[src/rtl/pid_mux_ctrl.sv]
// pid_mux_ctrl: time-multiplexed P/I/D term engine for NUM_AXES axes.
// One shared multiplier is sequenced per axis through the P, I and D states.
// Ports:
//   clk, rst            clock and asynchronous active-high reset
//   vld, en             new reading strobe and engine enable
//   actual, desired     packed signed 16-bit angles, axis i at [16i+15:16i]
//   kp, ki, kd          live unsigned 6-bit gains
//   int_clr             clear all integrators
//   busy, out_vld, ovr  status, result strobe, dropped-reading pulse
//   out_term            packed signed OUT_W-bit P+I+D terms per axis
module pid_mux_ctrl #(
  parameter int NUM_AXES      = 3,
  parameter int ERR_W         = 10,
  parameter int D_QUEUE_DEPTH = 14,
  parameter int D_DIFF_W      = 7,
  parameter int I_ACC_W       = 16,
  parameter int I_SHIFT       = 6,
  parameter int OUT_W         = 12
) (
  input  logic                      clk,
  input  logic                      rst,
  input  logic                      vld,
  input  logic                      en,
  input  logic [16*NUM_AXES-1:0]    actual,
  input  logic [16*NUM_AXES-1:0]    desired,
  input  logic [5:0]                kp,
  input  logic [5:0]                ki,
  input  logic [5:0]                kd,
  input  logic                      int_clr,
  output logic                      busy,
  output logic                      out_vld,
  output logic [OUT_W*NUM_AXES-1:0] out_term,
  output logic                      ovr
);

  localparam int AXW = (NUM_AXES > 1) ? $clog2(NUM_AXES) : 1;
  localparam int OPW = (I_ACC_W >= ERR_W) ?
                       ((I_ACC_W >= D_DIFF_W) ? I_ACC_W : D_DIFF_W) :
                       ((ERR_W >= D_DIFF_W) ? ERR_W : D_DIFF_W);
  localparam int PW  = OPW + 7;
  localparam int SW  = PW + 2;

  localparam logic signed [16:0] E_HI =
    17'((1 <<< (ERR_W - 1)) - 1);
  localparam logic signed [16:0] E_LO =
    17'(-(1 <<< (ERR_W - 1)));
  localparam logic signed [I_ACC_W:0] A_HI =
    (I_ACC_W+1)'((1 <<< (I_ACC_W - 1)) - 1);
  localparam logic signed [I_ACC_W:0] A_LO =
    (I_ACC_W+1)'(-(1 <<< (I_ACC_W - 1)));
  localparam logic signed [ERR_W:0] DF_HI =
    (ERR_W+1)'((1 <<< (D_DIFF_W - 1)) - 1);
  localparam logic signed [ERR_W:0] DF_LO =
    (ERR_W+1)'(-(1 <<< (D_DIFF_W - 1)));
  localparam logic signed [SW-1:0] O_HI =
    SW'((1 <<< (OUT_W - 1)) - 1);
  localparam logic signed [SW-1:0] O_LO =
    SW'(-(1 <<< (OUT_W - 1)));

  typedef enum logic [2:0] {
    S_IDLE, S_P, S_I, S_D, S_DONE
  } state_t;

  state_t state_q, state_d;
  logic [AXW-1:0] ax_q, ax_d;

  logic signed [15:0]        act_q  [NUM_AXES];
  logic signed [15:0]        des_q  [NUM_AXES];
  logic signed [I_ACC_W-1:0] acc_q  [NUM_AXES];
  logic signed [ERR_W-1:0]   hist_q [NUM_AXES][D_QUEUE_DEPTH];
  logic signed [OUT_W-1:0]   shad_q [NUM_AXES];
  logic signed [OUT_W-1:0]   term_q [NUM_AXES];
  logic signed [PW-1:0]      p_q, i_q;
  logic                      out_vld_q, ovr_q;

  logic signed [16:0]        err_w;
  logic signed [ERR_W-1:0]   err_sat;
  logic signed [I_ACC_W:0]   acc_w;
  logic signed [I_ACC_W-1:0] acc_sat;
  logic signed [ERR_W:0]     diff_w;
  logic signed [D_DIFF_W-1:0] diff_sat;
  logic [5:0]                gain;
  logic signed [OPW-1:0]     opnd;
  logic signed [PW-1:0]      prod;
  logic signed [SW-1:0]      sum_w;
  logic signed [OUT_W-1:0]   sum_sat;

  always_comb begin
    state_d = state_q;
    ax_d    = ax_q;
    case (state_q)
      S_IDLE: begin
        if (vld && en) begin
          state_d = S_P;
          ax_d    = '0;
        end
      end
      S_P: state_d = S_I;
      S_I: state_d = S_D;
      S_D: begin
        if (ax_q == AXW'(NUM_AXES - 1)) begin
          state_d = S_DONE;
        end else begin
          ax_d    = ax_q + AXW'(1);
          state_d = S_P;
        end
      end
      S_DONE:  state_d = S_IDLE;
      default: state_d = S_IDLE;
    endcase
  end

  // Datapath for the axis currently selected by ax_q.
  always_comb begin
    err_w = $signed({act_q[ax_q][15], act_q[ax_q]})
          - $signed({des_q[ax_q][15], des_q[ax_q]});
    if (err_w > E_HI)      err_sat = ERR_W'(E_HI);
    else if (err_w < E_LO) err_sat = ERR_W'(E_LO);
    else                   err_sat = ERR_W'(err_w);

    acc_w = (I_ACC_W+1)'(acc_q[ax_q]) + (I_ACC_W+1)'(err_sat);
    if (acc_w > A_HI)      acc_sat = I_ACC_W'(A_HI);
    else if (acc_w < A_LO) acc_sat = I_ACC_W'(A_LO);
    else                   acc_sat = I_ACC_W'(acc_w);

    diff_w = (ERR_W+1)'(err_sat)
           - (ERR_W+1)'(hist_q[ax_q][D_QUEUE_DEPTH-1]);
    if (diff_w > DF_HI)      diff_sat = D_DIFF_W'(DF_HI);
    else if (diff_w < DF_LO) diff_sat = D_DIFF_W'(DF_LO);
    else                     diff_sat = D_DIFF_W'(diff_w);

    gain = 6'd0;
    opnd = '0;
    case (state_q)
      S_P: begin
        gain = kp;
        opnd = OPW'(err_sat);
      end
      S_I: begin
        gain = ki;
        opnd = OPW'(acc_sat);
      end
      S_D: begin
        gain = kd;
        opnd = OPW'(diff_sat);
      end
      default: ;
    endcase
    prod = PW'($signed({1'b0, gain})) * PW'(opnd);

    // In D the multiplier output is the D term itself.
    sum_w = SW'(p_q) + SW'(i_q) + SW'(prod);
    if (sum_w > O_HI)      sum_sat = OUT_W'(O_HI);
    else if (sum_w < O_LO) sum_sat = OUT_W'(O_LO);
    else                   sum_sat = OUT_W'(sum_w);
  end

  always_ff @(posedge clk or posedge rst) begin
    if (rst) begin
      state_q   <= S_IDLE;
      ax_q      <= '0;
      p_q       <= '0;
      i_q       <= '0;
      out_vld_q <= 1'b0;
      ovr_q     <= 1'b0;
      for (int a = 0; a < NUM_AXES; a++) begin
        act_q[a]  <= '0;
        des_q[a]  <= '0;
        acc_q[a]  <= '0;
        shad_q[a] <= '0;
        term_q[a] <= '0;
        for (int j = 0; j < D_QUEUE_DEPTH; j++)
          hist_q[a][j] <= '0;
      end
    end else begin
      state_q   <= state_d;
      ax_q      <= ax_d;
      out_vld_q <= (state_q == S_DONE);
      ovr_q     <= vld && (state_q != S_IDLE);

      if (state_q == S_IDLE && vld && en) begin
        for (int a = 0; a < NUM_AXES; a++) begin
          act_q[a] <= actual[16*a +: 16];
          des_q[a] <= desired[16*a +: 16];
        end
      end

      if (state_q == S_P)
        p_q <= prod >>> 3;

      if (state_q == S_I) begin
        i_q         <= prod >>> I_SHIFT;
        acc_q[ax_q] <= acc_sat;
      end

      // Placed after the I update so the clear takes priority.
      if (int_clr) begin
        for (int a = 0; a < NUM_AXES; a++)
          acc_q[a] <= '0;
      end

      if (state_q == S_D) begin
        shad_q[ax_q] <= sum_sat;
        for (int j = D_QUEUE_DEPTH - 1; j > 0; j--)
          hist_q[ax_q][j] <= hist_q[ax_q][j-1];
        hist_q[ax_q][0] <= err_sat;
      end

      if (state_q == S_DONE) begin
        for (int a = 0; a < NUM_AXES; a++)
          term_q[a] <= shad_q[a];
      end
    end
  end

  assign busy    = (state_q != S_IDLE);
  assign out_vld = out_vld_q;
  assign ovr     = ovr_q;

  for (genvar a = 0; a < NUM_AXES; a++) begin : g_out
    assign out_term[OUT_W*a +: OUT_W] = term_q[a];
  end

endmodule

[config.mk]
export PLATFORM = sky130hd
export DESIGN_NAME = pid_mux_ctrl
export DESIGN_NICKNAME = d
export VERILOG_FILES = /design/src/rtl/pid_mux_ctrl.sv
export SDC_FILE = /design/constraint.sdc
export NUM_CORES = 2
export LEC_CHECK = 0
export CAP_MARGIN = 15
export CORE_MARGIN = 2
export CORE_UTILIZATION = 50
export DETAILED_ROUTE_END_ITERATION = 6
export GPL_ROUTABILITY_DRIVEN = 0
export GPL_TIMING_DRIVEN = 0
export PLACE_DENSITY = 0.78
export SYNTH_ARGS = -nofsm -noshare
export SYNTH_HDL_FRONTEND = slang
export SYNTH_SLANG_ARGS = --single-unit
[constraint.sdc]
create_clock -name clk -period 31.7 [get_ports clk]
set_input_delay 3.17 -clock clk [delete_from_list [all_inputs] [get_ports clk]]
set_output_delay 3.17 -clock clk [all_outputs]
set_load 0.005 [all_outputs]
After elaboration in Yosys (flattened, before gate mapping)

Index checks and enable logic that the tools add are counted.

Add/sub/neg operators: 6
Multiply operators: 1
Order comparisons: 10
Equality and inequality tests: 7
Multiplexer cells: 78
Bitwise operators: 1
Reduce and logical (&&, ||, !) cells: 10

Operators by type and width:

| kind             | number |
|---|---|
| $bwmux 420       | 14 |
| $demux 140 s2    | 14 |
| $mux 140         | 3 |
| $bmux 140 s2     | 1 |
| $mux 16          | 9 |
| $mux 130         | 1 |
| $mux 120         | 1 |
| $mux 110         | 1 |
| $mux 100         | 1 |
| $bmux 16 s2      | 3 |
| $mux 48          | 2 |
| $mux 90          | 1 |
| $mux 80          | 1 |
| $mux 70          | 1 |
| $mux 60          | 1 |
| $mux 50          | 1 |
| $bwmux 48        | 1 |
| $pmux 16 s3      | 1 |
| $mux 40          | 1 |
| $bwmux 36        | 1 |
| $mux 12          | 3 |
| $demux 16 s2     | 1 |
| $mux 10          | 3 |
| $mux 30          | 1 |
| other kinds (36) | 46 |

Bits in registers: 680
Input port bits: 119
Logic and storage cells: 176

Longest topological paths before layout

Depth in word-level cells: 19
Mapped depth: 62
Depth with buffers taken out: 56

Worst setup path before layout

No wires, ideal clock.

Kind: reg2reg
Start: register ax_q[1]
End: register shad_q[27] (netlist name)
Arrival time: 14.211 ns
Required time: 31.570 ns
Slack: 17.359 ns
Cell stages (with the launch flop): 62
Buffers on the path: 8
Clock period less this slack: 14.341 ns
Path through: dfrtp_1 > clkbuf_1 > clkbuf_1 > buf_1 > clkbuf_1 > mux2i_1 > nor2_1 > a21oi_1 > ha_1 > inv_1 > fa_1 > a211oi_2 > o21ai_1 > a211o_1 > a211o_1 > a21o_1 > a2111oi_2 > a21oi_1 > [26 not listed] > a31o_2 > o21bai_1 > a21oi_1 > xor2_1 > inv_1 > fa_1 > ha_1 > buf_2 > o21ai_0 > o211ai_1 > o311ai_2 > nor3b_1 > o311a_1 > a2111oi_1 > a41oi_1 > buf_2 > nor2_1 > o31ai_1

Longest elaborated chain between the ends: 19
Elaborated cells on any way between the ends: 41
Classes of those cells: 4 x add/sub; 1 x mul; 10 x order compare; 24 x mux; 1 x bitwise; 1 x reduce/logical

Ends and longest elaborated chain:

| what                                                    | line     | text |
|---|---|---|
| start, declared                                         | 65       | `logic [AXW-1:0] ax_q, ax_d;` |
| start signal, assigned                                  | 161      | `ax_q <= '0;` |
| start signal, assigned                                  | 177      | `ax_q <= ax_d;` |
| $not 2->3 (not written as such) (*)                     | -        |  |
| $bmux 16 s2, on equally long branches                   | 115, 116 |  |
| $mux 16, on equally long branches (2 in a row)          | 115, 116 |  |
| $sub 16x16->17                                          | 116      | `- $signed({des_q[ax_q][15], des_q[ax_q]});` |
| $lt 17x10->1                                            | 118      | `else if (err_w < E_LO) err_sat = ERR_W'(E_LO);` |
| $mux 10                                                 | 118      |  |
| $mux 10                                                 | 117      | `if (err_w > E_HI) err_sat = ERR_W'(E_HI);` |
| $add 16x10->17 / $sub 10x10->11 (equally long branches) | 121, 127 |  |
| [3 not listed]                                          | -        |  |
| $pmux 16 s3 (*)                                         | 134      | `case (state_q)` |
| $mul 7x16->23 (*)                                       | 149      | `prod = PW'($signed({1'b0, gain})) * PW'(opnd);` |
| named net prod[15]                                      | 84       | `logic signed [PW-1:0] prod;` |
| $add 21x23->24 (*)                                      | 152      | `sum_w = SW'(p_q) + SW'(i_q) + SW'(prod);` |
| $lt 24x12->1                                            | 154      | `else if (sum_w < O_LO) sum_sat = OUT_W'(O_LO);` |
| $mux 12                                                 | 154      |  |
| $mux 12 (*)                                             | 153      | `if (sum_w > O_HI) sum_sat = OUT_W'(O_HI);` |
| $bwmux 36 (*)                                           | 203      | `shad_q[ax_q] <= sum_sat;` |
| end signal, assigned by index                           | 203      |  |
| end, declared                                           | 71       | `logic signed [OUT_W-1:0] shad_q [NUM_AXES];` |

Mark *: on every way through the listed nets, which the timed path passes. The rest lies on a longest branch. The select of a mux whose other input is x is not followed.
A chain may end at the register's enable or synchronous reset.

Worst setup path in the final report

Start: register ax_q[1]
End: register shad_q[21] (netlist name)

Same word-level chain as after synthesis.

==> metrics <==
most frequent cells in the layout 680 x dfrtp_1, 655 x nand2_1, 557 x o21ai_0; htree depth 3; post-route ant nets 0; FF-to-FF End shad_q[21]$_DFFE_PP0P_; Avg Vias per Cell 5.85; HP Start shad_q[4]$_DFFE_PP0P_; fill count ~6200; final net count between 4000 and 5000; syn_nets 4190; Hold Path End shad_q[4]$_DFFE_PP0P_; mapped cell area 0.0367 sq mm; pin count of the biggest net entering global routing 135; reg2reg start ax_q[1]$_DFFE_PP0P_; first-pass GRT wire length 162000 um; Multi-input gate area 0.0181 sq mm; crit path launch type flop; post-synthesis async set-or-reset flop share 100%; Total GRT Usage between 20% and 30%; main flop type after synthesis dfrtp_1; initial antenna violation count 1; vias in the first global route 30200; slowest stage delay, CP ~0.79 ns; Root Driver clkbuf_16; Final Critical Period between 15 and 20 ns; final setup TNS 0 ns; count of final hold-check violations 0; largest area contributor in the netlist dfrtp_1; RSZ-0062 raised after global routing false; EDFF count, synth 0; worst-path fanout max 10; CTS tree yes; count of clock tree sinks 680; Starting Density 50.3%; Critical-path top delay cell clkbuf_1; hold buffers post-CTS 0; die height ~270 um; sequential element share of the synthesized area 46.4%; initial DRC count 2770; cts repair resizes 0; Clock Skew slightly above 0.03 ns; First-pass DRT Iterations 6; status complete, no violations; synthesized flop and latch total 680; register area between 0.015 and 0.02 sq mm; Synth top area share a little under half; area grow syn2layout 15.4%; DP Wirelength 71100 um; Hold Path Depth 2; Worst-path clk slew 0.06 ns; Critical Setup Path Class flop to flop; DR vias about 30000; GRT overflow 0; Tcrit/Tclk final 59.4%; Req. time, crit path 32.16 ns; worst r2r path cells 60; post-CTS setup buffer count 0; DRT Wirelength 99600 um; most common cell after layout, fill and taps aside dfrtp_1; clk buf depth 3; Cells after Synth 3864; Rel. slew slack 25.6%; Achievable Freq between 50 and 60 MHz; number of port buffers approximately 160; ratio of cells with drive above 1 in the final layout 7.60%; Cell Rows between 90 and 100; DIE AREA 0.0755 sq mm; Data arrival, critical path 19.29 ns; Mapped Avg Cell Area between 9 and 10 sq um; top post-synthesis cells by area dfrtp_1 46%, o21ai_0 7.6%, nand2_1 6.7%; clk_lat worst skew 0.63 ns; max_cap viols 0; Critical Path Sink Type flop; setup violators final 0; I/O pins between 150 and 200; Critical Path Source ax_q[1]$_DFFE_PP0P_; DRC 0; yosys warns 0; Reg2Reg Setup Slack 12.88 ns; max-slew violation count 0; Num CTS Buffers 75; core area 0.0728 sq mm; Worst Tran Pin Value 1.11 ns; DR WL/cell 19.5 um; count of cell types in the netlist 85; Die W roughly 270 um; Hold Crit Class flop to flop
## worst max-delay path by stage
stage                        endpoint  slack (ns)  depth (start not counted)
6_report       shad_q[21]$_DFFE_PP0P_       12.88                         60
5_1_grt        shad_q[14]$_DFFE_PP0P_       11.70                         60
4_1_cts        shad_q[14]$_DFFE_PP0P_       13.27                         60
3_5_place_dp   shad_q[33]$_DFFE_PP0P_       13.47                         60
3_3_place_gp      p_q[19]$_DFFE_PP0N_        2.00                          2
2_1_floorplan    acc_q[0]$_DFFE_PP0P_        9.47                          1
## critical path, delay by kind of cell, from the launching register on
family                     cells  cell delay (ns)
buffers and inverters         13             4.27
muxes                          1             0.26
and+or+nand+nor                7             1.49
xor gates and xnor gates       2             0.47
adders and majority gates     10             4.40
AOI/OAI and AO/OA             27             7.39
DFF                            1             0.38
## registers in the layout, summed over array words and instances, names as in the netlist
register  count
p_q          20
out_term     36
hist_q      420
i_q          17
shad_q       36
ax_q          2
acc_q        48
act_q        48
state_q       3
des_q        48
out_vld       1
ovr           1
## layout make-up
type / instances / share of cell area (%)
flip-flops and latches: 680 / 40.2
repair buffers: 162 / 4.08
diodes: 1 / 0.00592
plain buffers: 226 / 2.06
well taps: 959 / 2.84
inverters: 180 / 1.61
multi-input cells: 2778 / 42.8
clock inverters: 29 / 1.24
clock buffers: 101 / 5.15
## metrics by stage
step	instance area (sq um)	std cells	worst slack [ns]	util [%]	hold slack [ns]
2_1_floorplan	36700	3864	9.47	-	0.443
3_3_place_gp	39400	4979	2.00	54.1	0.455
3_5_place_dp	39600	4985	13.47	54.4	0.465
4_1_cts	42300	5115	13.27	58.1	0.478
5_1_grt	42300	5116	11.70	58.1	0.493
6_report	42300	5116	12.88	58.1	0.474
## kinds of logic after synthesis
| family | after synthesis | share of synthesized area (%) |
|---|---|---|
| buffers and inverters | 406 | 4.22 |
| xor gates and xnor gates | 55 | 1.31 |
| adders and majority gates | 207 | 8.99 |
| and+or+nand+nor | 1085 | 12.4 |
| muxes | 331 | 9.51 |
| DFF | 680 | 46.4 |
| AOI/OAI and AO/OA | 1100 | 17.2 |
## Yosys cell counts (5+ instances only)
cell       number
or3_1          16
nor3b_1         7
o211ai_1       11
o31ai_1        45
o21ai_1        39
xnor2_1        32
a221oi_1        7
or2_2          12
nand4_1         7
fa_1           94
o21bai_1        6
buf_2          10
nand3_1        31
ha_1          113
a22o_1          7
a211oi_1       21
nor3_1         35
clkbuf_1      176
dfrtp_1       680
nand2_1       655
buf_1          38
o21a_1         17
o31a_1          7
a21o_1         38
nand2b_1       13
mux2_2        138
a31oi_1        21
mux2i_1       193
xor2_1         23
a21oi_1       251
nor2b_1        23
inv_1         179
o21ai_0       557
a211o_1         9
o311a_1         6
a2111oi_0       5
and2_1          7
o311ai_1        5
and3_1          9
nor2_1        245
## per-layer routing
layer / share of wire [%] / global-route usage (%) / vias up
met5: 0 / 0 / -
met4: 3.7 / 10.1 / 0
met3: 5.9 / 4.32 / 229
met2: 49 / 45.0 / 911
met1: 41 / 35.3 / 15000
li1: - / - / 13800
Power is left out: the tool's default activity adds up to more than one toggle a clock period on the data nets, which glitch-free logic cannot reach.
